==> config.mk <==
export PLATFORM = sky130hd
export DESIGN_NAME = param_shift_reg
export DESIGN_NICKNAME = d
export VERILOG_FILES = /design/src/rtl/param_shift_reg_pkg.sv /design/src/rtl/shift_frame_counter.sv /design/src/rtl/param_shift_reg.sv
export SDC_FILE = /design/constraint.sdc
export NUM_CORES = 1
export LEC_CHECK = 0
export ABC_AREA = 0
export CORE_MARGIN = 2
export CORE_UTILIZATION = 42
export CTS_BUF_LIST = sky130_fd_sc_hd__clkbuf_8
export DETAILED_ROUTE_END_ITERATION = 8
export PLACE_DENSITY = 0.77
export SYNTH_ARGS = -nofsm -noshare
export SYNTH_HDL_FRONTEND = slang
export SYNTH_HIERARCHICAL = 1
export SYNTH_SLANG_ARGS = --single-unit
==> constraint.sdc <==
create_clock -name clk -period 1.3 [get_ports clk]
set_input_delay 0.26 -clock clk [delete_from_list [all_inputs] [get_ports clk]]
set_output_delay 0.26 -clock clk [all_outputs]
set_load 0.1 [all_outputs]
==> src/rtl/param_shift_reg_pkg.sv <==
`default_nettype none
// ============================================================================
// Module   : shift_reg_pkg
// Brief    : Operation encoding and helpers for the universal shift register.
// Revision : 1.0
// ============================================================================
package shift_reg_pkg;

  typedef enum logic [2:0] {
    MODE_HOLD  = 3'b000,
    MODE_SHL   = 3'b001,
    MODE_SHR   = 3'b010,
    MODE_ROL   = 3'b011,
    MODE_ROR   = 3'b100,
    MODE_LOAD  = 3'b101,
    MODE_CLEAR = 3'b110,
    MODE_RSVD  = 3'b111
  } mode_e;

  // Shift-class ops are the ones that advance the frame counter.
  function automatic logic is_shift(mode_e m);
    return (m == MODE_SHL) || (m == MODE_SHR) || (m == MODE_ROL) || (m == MODE_ROR);
  endfunction

  function automatic logic is_restart(mode_e m);
    return (m == MODE_LOAD) || (m == MODE_CLEAR);
  endfunction

endpackage
`default_nettype wire

==> src/rtl/shift_frame_counter.sv <==
`default_nettype none
// ============================================================================
// Module   : shift_frame_counter
// Brief    : Counts shift ops modulo WIDTH; pulses done when a frame completes.
// Revision : 1.0
// ============================================================================
module shift_frame_counter #(
  parameter int WIDTH = 8,
  localparam int CNT_W = $clog2(WIDTH)
) (
  input  logic             clk,
  input  logic             reset_n,
  input  logic             step,
  input  logic             restart,
  output logic [CNT_W-1:0] cnt,
  output logic             done
);

  localparam logic [CNT_W-1:0] C_LAST = CNT_W'(WIDTH - 1);

  logic [CNT_W-1:0] r_cnt;
  logic             r_done;
  logic             w_last;

  assign w_last = (r_cnt == C_LAST);

  // Restart outranks step so a LOAD/CLEAR on the final count swallows the pulse.
  always_ff @(posedge clk or negedge reset_n) begin
    if (!reset_n) begin
      r_cnt  <= '0;
      r_done <= 1'b0;
    end else if (restart) begin
      r_cnt  <= '0;
      r_done <= 1'b0;
    end else if (step) begin
      r_cnt  <= w_last ? '0 : r_cnt + 1'b1;
      r_done <= w_last;
    end else begin
      r_done <= 1'b0;
    end
  end

  assign cnt  = r_cnt;
  assign done = r_done;

endmodule
`default_nettype wire

==> src/rtl/param_shift_reg.sv <==
`default_nettype none
// ============================================================================
// Module   : param_shift_reg
// Brief    : Parametrised universal shift register with frame counter.
// Revision : 1.0
// ============================================================================
module param_shift_reg
  import shift_reg_pkg::*;
#(
  parameter int               WIDTH     = 8,
  parameter logic [WIDTH-1:0] RESET_VAL = '0,
  localparam int              CNT_W     = $clog2(WIDTH)
) (
  input  logic             clk,
  input  logic             reset_n,
  input  logic             en,
  input  logic [2:0]       mode,
  input  logic             in,
  input  logic [WIDTH-1:0] load_data,
  output logic [WIDTH-1:0] q,
  output logic             sout,
  output logic [CNT_W-1:0] shift_cnt,
  output logic             frame_done
);

  generate
    if (WIDTH < 2) begin : g_width_check
      $error("param_shift_reg: WIDTH must be >= 2");
    end
  endgenerate

  mode_e            w_mode;
  logic             w_step;
  logic             w_restart;
  logic [WIDTH-1:0] w_q_next;
  logic             w_sout_next;
  logic [WIDTH-1:0] r_q;
  logic             r_sout;

  assign w_mode    = mode_e'(mode);
  assign w_step    = en && is_shift(w_mode);
  assign w_restart = en && is_restart(w_mode);

  always_comb begin
    w_q_next    = r_q;
    w_sout_next = r_sout;
    if (en) begin
      case (w_mode)
        MODE_SHL: begin
          w_q_next    = {r_q[WIDTH-2:0], in};
          w_sout_next = r_q[WIDTH-1];
        end
        MODE_SHR: begin
          w_q_next    = {in, r_q[WIDTH-1:1]};
          w_sout_next = r_q[0];
        end
        MODE_ROL: begin
          w_q_next    = {r_q[WIDTH-2:0], r_q[WIDTH-1]};
          w_sout_next = r_q[WIDTH-1];
        end
        MODE_ROR: begin
          w_q_next    = {r_q[0], r_q[WIDTH-1:1]};
          w_sout_next = r_q[0];
        end
        MODE_LOAD: begin
          w_q_next = load_data;
        end
        MODE_CLEAR: begin
          w_q_next    = RESET_VAL;
          w_sout_next = 1'b0;
        end
        default: begin
          w_q_next    = r_q;
          w_sout_next = r_sout;
        end
      endcase
    end
  end

  always_ff @(posedge clk or negedge reset_n) begin
    if (!reset_n) begin
      r_q    <= RESET_VAL;
      r_sout <= 1'b0;
    end else begin
      r_q    <= w_q_next;
      r_sout <= w_sout_next;
    end
  end

  shift_frame_counter #(
    .WIDTH (WIDTH)
  ) u_frame_counter (
    .clk     (clk),
    .reset_n (reset_n),
    .step    (w_step),
    .restart (w_restart),
    .cnt     (shift_cnt),
    .done    (frame_done)
  );

  assign q    = r_q;
  assign sout = r_sout;

endmodule
`default_nettype wire

==> impl_metrics.csv, run 1 <==
group,metric,value,unit
status,status,"finished with violations",
placed_design,placed_area,0.00138,mm^2
sta,final_max_slew_viol_count,0,
global_route,grt_use_total,21.7,%
sta,hold_viol,0,
worst_setup_path,worst-path-max-fanout,2,
global_route,antenna_found_initial,0,
worst_setup_path,arrival,1530,ps
sta,fin_tns_setup,-84.3,ps
sta,period_share,105,%
routing,drt_iter0_drc,26,
clock_network,cts_tree,"yes",
worst_setup_path,r2r_cells,4,
cells_and_area,nFillCells,139,
routing,drtPass1Iterations,5,
worst_setup_path,crit_slowest_cell,"dfrtp_4",
synth,synth_edf_count,0,
synth,synthXorXnorAreaFrac,1.03,%
worst_setup_path,endpoint_kind,"register",
clock_network,cts_sinks,13,
global_route,grt_pass1_wl,4.03,mm
clock_network,cts.htree.levels,1,
sta,max_slew_margin,85.3,%
synth,synth_compound_area_share,24.6,%
synth,avgSynthCellArea,8.94,um^2
routing,avgViaCountPerCell,5.82,
routing,wl_per_cell,16.3,um
clock_network,clock_path_buffers,2,
synth,synth_seq_cells,13,
sta,min_period,1370,ps
synth,ys_warn_count,6,
placed_design,gp_congestion,0.835,
synth,synthFlopType,"dfrtp_1",
synth,muxShareOfSynthArea,2.36,%
floorplan,ios,28,
synth,synth_nets,112,
clock_network,path_clk_slew,60,ps
sta,grt_setup_unrepaired,"true",
synth,synth_adder_area_share,4.12,%
power,power_density,1660,mW/mm^2
worst_setup_path,path_cells,"ha_4 -> ha_4 -> or3b_1 -> a21oi_2",
clock_network,root_buffer,"clkbuf_8",
routing,vias,931,
floorplan,row_count,16,
floorplan,die_area,0.00240,mm^2
global_route,first_global_vias,908,
routing,drc,0,
floorplan,core_area,0.00194,mm^2
sta,max_clock_freq,731,MHz
cells_and_area,diodes,0,
sta,worstMarginPinSlew,220,ps
cells_and_area,stdcell_area,0.00148,mm^2
worst_setup_path,critPathRequiredTime,1470,ps
sta,skew,1.38,ps
cells_and_area,fin_cells,160,
synth,synth_cell_types,34,
clock_network,numCtsBuffers,3,
placed_design,placedCellCount,155,
synth,ys_seq_area_share,38.3,%
clock_network,clock_latency,240,ps
routing,ant_nets,0,
sta,hold-worst-slack,330,ps
power,p_total,2.46,mW
floorplan,die_w,49.0,um
run,maxCapViolCount,0,
power,p_leak,0.609,nW
worst_setup_path,path_class,"register to register",
worst_hold_path,hold_class,"input port to async pin",
placed_design,dpl.hpwl,1.80,mm
clock_network,post-cts-setup-buffers,0,
sta,setup_ws,-68.9,ps
synth,synthSimpleGateAreaFrac,22.7,%
placed_design,io_buffers,27,
global_route,grt-ovfl-total,0,
global_route,grt_max_degree,14,
power,ir_drop,1050,uV
cells_and_area,nNetsFinal,151,
cells_and_area,drive_above_1_share,45.1,%
cells_and_area,areaGrowthSynthToFinish,74.4,%
synth,synthCells,95,
worst_setup_path,start_kind,"register",
synth,synth_area,850,um^2
synth,synthArstFlopShare,100,%
synth,synth_top_family_by_area,"compound AO/OA/AOI/OAI gates",
routing,wl,2.60,mm
worst_setup_path,worst_path_largest_cell_delay,490,ps
status,violations,"negative setup slack",
worst_setup_path,crit_top_cell,"ha_4",
floorplan,initial_core_util,43.8,%
sta,setup_viol,3,
floorplan,fp.dieH,49.0,um
## layout make-up
class	count	area (um^2)	area share [%]
Clock buffer	3	41.3	2.79
Clock inverter	1	3.75	0.253
Inverter	2	7.51	0.507
Multi-Input combinational cell	74	544	36.7
Sequential cell	13	348	23.5
Tap cell	27	33.8	2.28
Timing Repair Buffer	40	503	34.0
## stage by stage
step | utilization (%) | setup WS (ps)
6_report | 76.3 | -68.9
3_5_place_dp | 71.0 | -519
5_1_grt | 76.3 | -93.5
3_3_place_gp | 71.0 | -453
4_1_cts | 74.9 | -74.2
2_1_floorplan | - | -229
## Yosys cell counts (2+ instances only)
master | count | area, um^2
nor2b_1 | 2 | 12.5
a21oi_1 | 4 | 20.0
buf_2 | 2 | 10.0
nor2_1 | 12 | 45.0
nand2b_1 | 3 | 18.8
and3_1 | 2 | 12.5
ha_1 | 2 | 25.0
o21ai_1 | 2 | 10.0
dfrtp_1 | 13 | 325
a31oi_1 | 6 | 37.5
mux2i_1 | 2 | 20.0
nand2_1 | 14 | 52.6
o221ai_1 | 6 | 52.6
inv_1 | 2 | 7.51
nand3_1 | 2 | 10.0
buf_6 | 3 | 33.8
## cell usage in the layout (no fill, tap or decap), types with 2 or more instances in the layout
| master | count |
|---|---|
| and3_4 | 2 |
| a21oi_1 | 4 |
| dfrtp_4 | 3 |
| nand2_1 | 13 |
| clkbuf_8 | 3 |
| clkdlybuf4s50_1 | 11 |
| mux2i_1 | 2 |
| nor2_1 | 11 |
| dfrtp_2 | 9 |
| nand2b_4 | 2 |
| o221ai_2 | 3 |
| inv_1 | 2 |
| buf_12 | 13 |
| nor2b_1 | 2 |
| a31oi_1 | 6 |
| nand3_1 | 2 |
| dlygate4sd2_1 | 2 |
| buf_4 | 11 |
| o21ai_1 | 2 |
| ha_4 | 2 |
| o221ai_1 | 4 |
| buf_6 | 2 |
## worst max-delay path, delay by kind of cell (launching register included)
kind                       cells  cell delay, ps
DFF                            1             490
and+or+nand+nor                1             350
adders and majority gates      2             320
AOI/OAI and AO/OA              1             130
## path summary, 6_finish.rpt
path                                          end                   start  slack [ps]
max in group asynchronous  u_frame_counter/cnt[1]                 reset_n         790
min reg2reg                                  q[1]                    q[2]         620
min in group clk                             sout                 mode[0]         610
min                                          q[1]                 reset_n         330
max                        u_frame_counter/cnt[0]  u_frame_counter/cnt[1]         -70
max reg2reg                u_frame_counter/cnt[0]  u_frame_counter/cnt[1]         -70
## kinds of logic after synthesis
kind of cell               count (synthesis)
and+or+nand+nor                           40
buffers and inverters                      9
adders and majority gates                  3
AOI/OAI and AO/OA                         27
DFF                                       13
xor gates and xnor gates                   1
muxes                                      2
## registers in the layout, summed over array words and instances (netlist names)
| name | flops |
|---|---|
| u_frame_counter/done | 1 |
| sout | 1 |
| q | 8 |
| u_frame_counter/cnt | 3 |
## where the power goes
part           total [mW]  switching (mW)  internal, mW
combinational        1.44           0.877         0.567
clock               0.356           0.147         0.209
sequential          0.664           0.144         0.520
total                2.46            1.17          1.30
## per-layer routing
metal / vias up / wire (um) / global-route usage [%]
met5: - / 0 / 0
li1: 426 / - / -
met2: 42 / 1340 / 38.8
met3: 9 / 138 / 3.37
met1: 454 / 1070 / 26.3
met4: 0 / 50 / 7.62
## timing repair
item                                    in CTS  in global routing
gates cloned                                 0                  1
hold endpoints to repair                     0                  0
pin swaps                                    2                  1
hold buffers                                 0                  0
resized for setup                           11                  6
endpoints found under the setup margin      15                 10
Power figures use the tool's default switching activity.
==> inputs of run 2 (changes only) <==
--- a/config.mk
+++ b/config.mk
@@ -7,10 +7,10 @@
 export LEC_CHECK = 0
 export ABC_AREA = 0
 export CORE_MARGIN = 2
-export CORE_UTILIZATION = 42
+export CORE_UTILIZATION = 45
 export CTS_BUF_LIST = sky130_fd_sc_hd__clkbuf_8
 export DETAILED_ROUTE_END_ITERATION = 8
-export PLACE_DENSITY = 0.77
+export DONT_BUFFER_PORTS = 1
 export SYNTH_ARGS = -nofsm -noshare
 export SYNTH_HDL_FRONTEND = slang
 export SYNTH_HIERARCHICAL = 1
==> run 2 against run 1 <==
Effect of this change: global-route usage down 0.85 points; flip-flop and latch count did not move; the flow still finishes with violations (negative setup slack); sequential power is 7.5% lower; die area is 6.1% lower; largest cell class unchanged.
==> impl_metrics.csv, run 2 (same netlist as run 1, synthesis figures left out) <==
group,metric,value,unit
worst_setup_path,r2r_end,"u_frame_counter/cnt[0]",
sta,max_slew_margin,58.9,%
global_route,grt_pass1_wl,3.23,mm
global_route,grt_max_degree,15,
cells_and_area,postLayoutCoreUtil,60.8,%
global_route,grt-ovfl-total,0,
routing,avgViaCountPerCell,5.65,
global_route,grt_use_total,20.9,%
run,maxCapViolCount,0,
worst_setup_path,worstReg2RegStart,"u_frame_counter/cnt[1]",
routing,drc,0,
worst_setup_path,worst-r2r-setup-slack,-70,ps
routing,ant_nets,0,
clock_network,cts_tree,"yes",
sta,max_clock_freq,732,MHz
clock_network,numCtsBuffers,3,
worst_setup_path,crit_start,"u_frame_counter/cnt[1]",
placed_design,placed_area,991,um^2
sta,grt_setup_unrepaired,"true",
sta,worstMarginPinSlew,615,ps
power,power_density,1950,mW/mm^2
cells_and_area,fin_cells,133,
floorplan,core_area,0.00175,mm^2
worst_hold_path,hp-start,"mode[0]",
status,violations,"negative setup slack",
floorplan,die_area,0.00225,mm^2
worst_hold_path,hold_class,"input port to register",
routing,drt_iter0_drc,12,
placed_design,io_buffers,0,
clock_network,cts_sinks,13,
worst_setup_path,worst-path-max-fanout,2,
worst_setup_path,crit_slowest_cell,"dfrtp_4",
floorplan,die_w,47.5,um
sta,final_max_slew_viol_count,0,
worst_setup_path,critPathRequiredTime,1470,ps
cells_and_area,largest_register_ffs,8,
power,p_total,2.07,mW
cells_and_area,nNetsFinal,126,
clock_network,clock_latency,240,ps
worst_setup_path,path_cells,"ha_4 -> ha_4 -> or3b_4 -> a21oi_2",
worst_setup_path,r2r_cells,4,
worst_setup_path,start_kind,"register",
cells_and_area,nFillCells,168,
placed_design,gp_congestion,0.806,
clock_network,root_buffer,"clkbuf_8",
sta,hold_viol,0,
sta,skew,0.949,ps
global_route,antenna_found_initial,0,
floorplan,initial_core_util,48.7,%
sta,min_period,1370,ps
cells_and_area,drive_above_1_share,37.0,%
power,ir_drop,1460,uV
placed_design,dpl.hpwl,1.43,mm
clock_network,cts.htree.levels,1,
placed_design,placedCellCount,128,
clock_network,post-cts-setup-buffers,0,
global_route,first_global_vias,722,
worst_setup_path,arrival,1530,ps
routing,vias,752,
sta,setup_ws,-65.2,ps
cells_and_area,areaGrowthSynthToFinish,24.9,%
sta,fin_tns_setup,-75.0,ps
cells_and_area,final_cell_mix,"14 x nand2_1, 14 x buf_4, 12 x nor2_1, 9 x dfrtp_2",
worst_setup_path,path_class,"register to register",
cells_and_area,regArea,348,um^2
floorplan,row_count,15,
sta,period_share,105,%
sta,setup_viol,2,
worst_setup_path,crit_path_end,"u_frame_counter/cnt[0]",
clock_network,path_clk_slew,60,ps
status,status,"finished with violations",
power,p_leak,0.429,nW
cells_and_area,diodes,0,
worst_setup_path,endpoint_kind,"register",
worst_setup_path,worst_path_largest_cell_delay,490,ps
routing,wl_per_cell,14.9,um
floorplan,fp.dieH,47.5,um
cells_and_area,stdcell_area,0.00106,mm^2
floorplan,ios,28,
routing,wl,1.98,mm
cells_and_area,multi_input_area,494,um^2
worst_setup_path,crit_top_cell,"ha_4",
clock_network,clock_path_buffers,2,
routing,drtPass1Iterations,4,
## run 2: changes by cell type in the layout (fill, tap and decap cells not counted), moves of 2 or more
cell	change
o221ai_2	-2
o221ai_1	+2
clkdlybuf4s50_1	-11
buf_12	-12
buf_4	+3
buf_6	-2
nand2b_1	+2
dlygate4sd2_1	-2
nand2b_4	-2
## run 2: how the worst min path moves through the flow
stage,endpoint,slack [ps],depth (start not counted)
5_1_grt,sout,90,1
2_1_floorplan,q[0],-40,0
4_1_cts,sout,90,1
3_5_place_dp,u_frame_counter/done,-40,0
6_report,sout,90,1
3_3_place_gp,u_frame_counter/cnt[0],-40,0
## run 2: worst max-delay path: cells and delay by family (launching register included)
family                   cells  cell delay (ps)
AND/OR/NAND/NOR              1              360
adder cells (fa/ha/maj)      2              320
AO/OA/AOI/OAI                1              120
flip-flops                   1              490
## run 2: where the power goes
part	total (mW)	switching [mW]	internal, mW
Clock	0.360	0.152	0.209
Sequential	0.614	0.0948	0.519
Combinational	1.10	0.813	0.285
## run 2: stage by stage
step           hold WS [ps]  setup WS, ps
2_1_floorplan         -35.6          -229
3_3_place_gp          -35.2         -34.9
6_report               93.5         -65.2
3_5_place_dp          -35.3         -61.4
5_1_grt                90.1          -104
4_1_cts                92.0         -74.1
## run 2: cell type report
type	count	area share, %
Sequential cell	13	32.8
Inverter	2	0.708
Tap cell	25	2.95
Clock inverter	1	0.354
Timing Repair Buffer	16	12.7
Multi-Input combinational cell	73	46.6
Clock buffer	3	3.89
## run 2: timing repair
action                                  in CTS  in global routing
resized for setup                            3                  1
endpoints found under the hold margin       13                  0
gates cloned                                 0                  0
pin swaps                                    0                  1
hold buffers                                 1                  0
endpoints found under the setup margin       2                  2
## run 2: metal layers
metal	wire length [um]	global-route usage, %
met1	925	28.1
met2	887	31.4
met3	147	4.91
met4	23	10.0
met5	0	0
==> inputs of run 3 (changes only) <==
--- a/config.mk
+++ b/config.mk
@@ -6,7 +6,6 @@
 export NUM_CORES = 1
 export LEC_CHECK = 0
 export ABC_AREA = 0
-export CORE_MARGIN = 2
 export CORE_UTILIZATION = 45
 export CTS_BUF_LIST = sky130_fd_sc_hd__clkbuf_8
 export DETAILED_ROUTE_END_ITERATION = 8
==> run 3 against run 2 <==
Effect of this change: final cell count unchanged; critical path type unchanged; largest cell class unchanged; combinational power about the same; first-iteration DRC count increased to 3.4 times the previous value; final area unchanged; sequential power about the same; via count increased by 2.7%; the flow still finishes with violations (negative setup slack).
==> impl_metrics.csv, run 3 (same netlist as run 1, synthesis figures left out) <==
group,metric,value,unit
sta,skew,0.616,ps
routing,ant_nets,0,
sta,min_period,1350,ps
floorplan,die_w,45.5,um
sta,setup_viol,2,
clock_network,clock_path_buffers,2,
routing,wl,1.94,mm
routing,wl_per_cell,14.6,um
worst_setup_path,start_kind,"register",
sta,period_share,104,%
sta,final_max_slew_viol_count,0,
routing,avgViaCountPerCell,5.80,
placed_design,place_ws,-53.8,ps
floorplan,core_area,0.00175,mm^2
worst_hold_path,whs_path_depth,1,
sta,setup_ws,-52.1,ps
worst_setup_path,r2r_cells,4,
run,maxCapViolCount,0,
power,ir_drop,1100,uV
global_route,grt_pass1_wl,3.17,mm
worst_setup_path,critPathRequiredTime,1470,ps
clock_network,numCtsBuffers,3,
cells_and_area,largest_register_ffs,8,
clock_network,path_clk_slew,60,ps
worst_hold_path,hp-start,"mode[0]",
worst_setup_path,worst-r2r-setup-slack,-50,ps
clock_network,clock_latency,240,ps
global_route,antenna_found_initial,0,
global_route,grt-ovfl-total,0,
sta,hold_viol,0,
status,status,"finished with violations",
worst_hold_path,min_to,"sout",
sta,hold-worst-slack,87.9,ps
cells_and_area,diodes,0,
global_route,first_global_vias,687,
placed_design,gp_congestion,0.771,
clock_network,cts_tree,"yes",
floorplan,row_count,15,
worst_setup_path,worstReg2RegStart,"u_frame_counter/cnt[0]",
sta,worstMarginPinSlew,610,ps
worst_setup_path,r2r_end,"u_frame_counter/cnt[0]",
placed_design,dpl.hpwl,1.42,mm
clock_network,root_buffer,"clkbuf_8",
floorplan,die_area,0.00207,mm^2
clock_network,cts_sinks,13,
global_route,grt_max_degree,15,
routing,vias,772,
floorplan,initial_core_util,48.7,%
cells_and_area,areaGrowthSynthToFinish,24.9,%
cells_and_area,nFillCells,157,
floorplan,ios,28,
cells_and_area,drive_above_1_share,37.0,%
power,p_leak,0.429,nW
clock_network,cts.htree.levels,1,
floorplan,fp.dieH,45.5,um
worst_setup_path,path_class,"register to register",
power,p_total,2.07,mW
clock_network,post-cts-setup-buffers,0,
routing,drtPass1Iterations,4,
routing,drt_iter0_drc,41,
sta,max_clock_freq,740,MHz
cells_and_area,final_cell_mix,"14 x nand2_1, 14 x buf_4, 12 x nor2_1, 9 x dfrtp_2",
worst_setup_path,endpoint_kind,"register",
worst_setup_path,arrival,1530,ps
sta,max_slew_margin,59.2,%
cells_and_area,nNetsFinal,126,
sta,fin_tns_setup,-67.6,ps
worst_hold_path,hold_class,"input port to register",
routing,drc,0,
global_route,grt_use_total,22.3,%
placed_design,io_buffers,0,
power,power_density,1950,mW/mm^2
sta,grt_setup_unrepaired,"true",
status,violations,"negative setup slack",
worst_setup_path,worst-path-max-fanout,2,
==> run 3: cell counts in the layout (fill, tap and decap cells not counted) <==
Identical to the previous run, type by type.
==> run 3: how the worst max path moves through the flow <==
stage                                start                      to  slack [ps]  cells after the start
global route        u_frame_counter/cnt[0]  u_frame_counter/cnt[0]         -80                      4
CTS                 u_frame_counter/cnt[1]  u_frame_counter/cnt[0]         -70                      4
floorplan           u_frame_counter/cnt[1]  u_frame_counter/cnt[0]        -230                      4
finish              u_frame_counter/cnt[0]  u_frame_counter/cnt[0]         -50                      4
global placement    u_frame_counter/cnt[0]  u_frame_counter/cnt[0]         -40                      4
detailed placement  u_frame_counter/cnt[1]  u_frame_counter/cnt[0]         -50                      4
==> run 3: routing by layer <==
layer | share of wire (%) | global-route usage (%) | routed length [um]
met4 | 1.6 | 9.70 | 31
met3 | 6.9 | 6.35 | 134
met1 | 46 | 30.1 | 896
met5 | 0 | 0 | 0
met2 | 45 | 32.9 | 881
==> run 3: cell type report <==
| class | instances | area, um^2 | area share, % |
|---|---|---|---|
| timing repair buffer | 16 | 135 | 12.7 |
| clock inverter | 1 | 3.75 | 0.354 |
| clock buffer | 3 | 41.3 | 3.89 |
| inverter | 2 | 7.51 | 0.708 |
| multi-input combinational | 73 | 494 | 46.6 |
| tap | 25 | 31.3 | 2.95 |
| sequential | 13 | 348 | 32.8 |
==> run 3: metrics by stage <==
step / area, um^2 / std cells / util (%)
after detailed placement: 991 / 128 / 56.8
after floorplan: 898 / 95 / -
after global routing: 1060 / 133 / 60.8
after CTS: 1060 / 133 / 60.6
final: 1060 / 133 / 60.8
after global placement: 991 / 128 / 56.8
==> run 3: repair_timing <==
item                                   in CTS  in global routing
setup endpoints to repair                   2                  2
endpoints found under the hold margin      13                  0
cloned                                      0                  0
pin swaps                                   0                  2
gates resized for setup                     3                  1
hold buffers                                1                  0
==> run 3: critical path, stage by stage (launching register included) <==
cell and delay [ps]:
dfrtp_4 490, ha_4 170, ha_4 150, or3b_4 360, a21oi_2 110
==> run 3: power by group <==
part / leakage, nW / switching (mW) / internal (mW)
sequential: 0.143 / 0.0956 / 0.519
clock: 0.0269 / 0.152 / 0.209
combinational: 0.259 / 0.814 / 0.283
total: 0.429 / 1.06 / 1.01
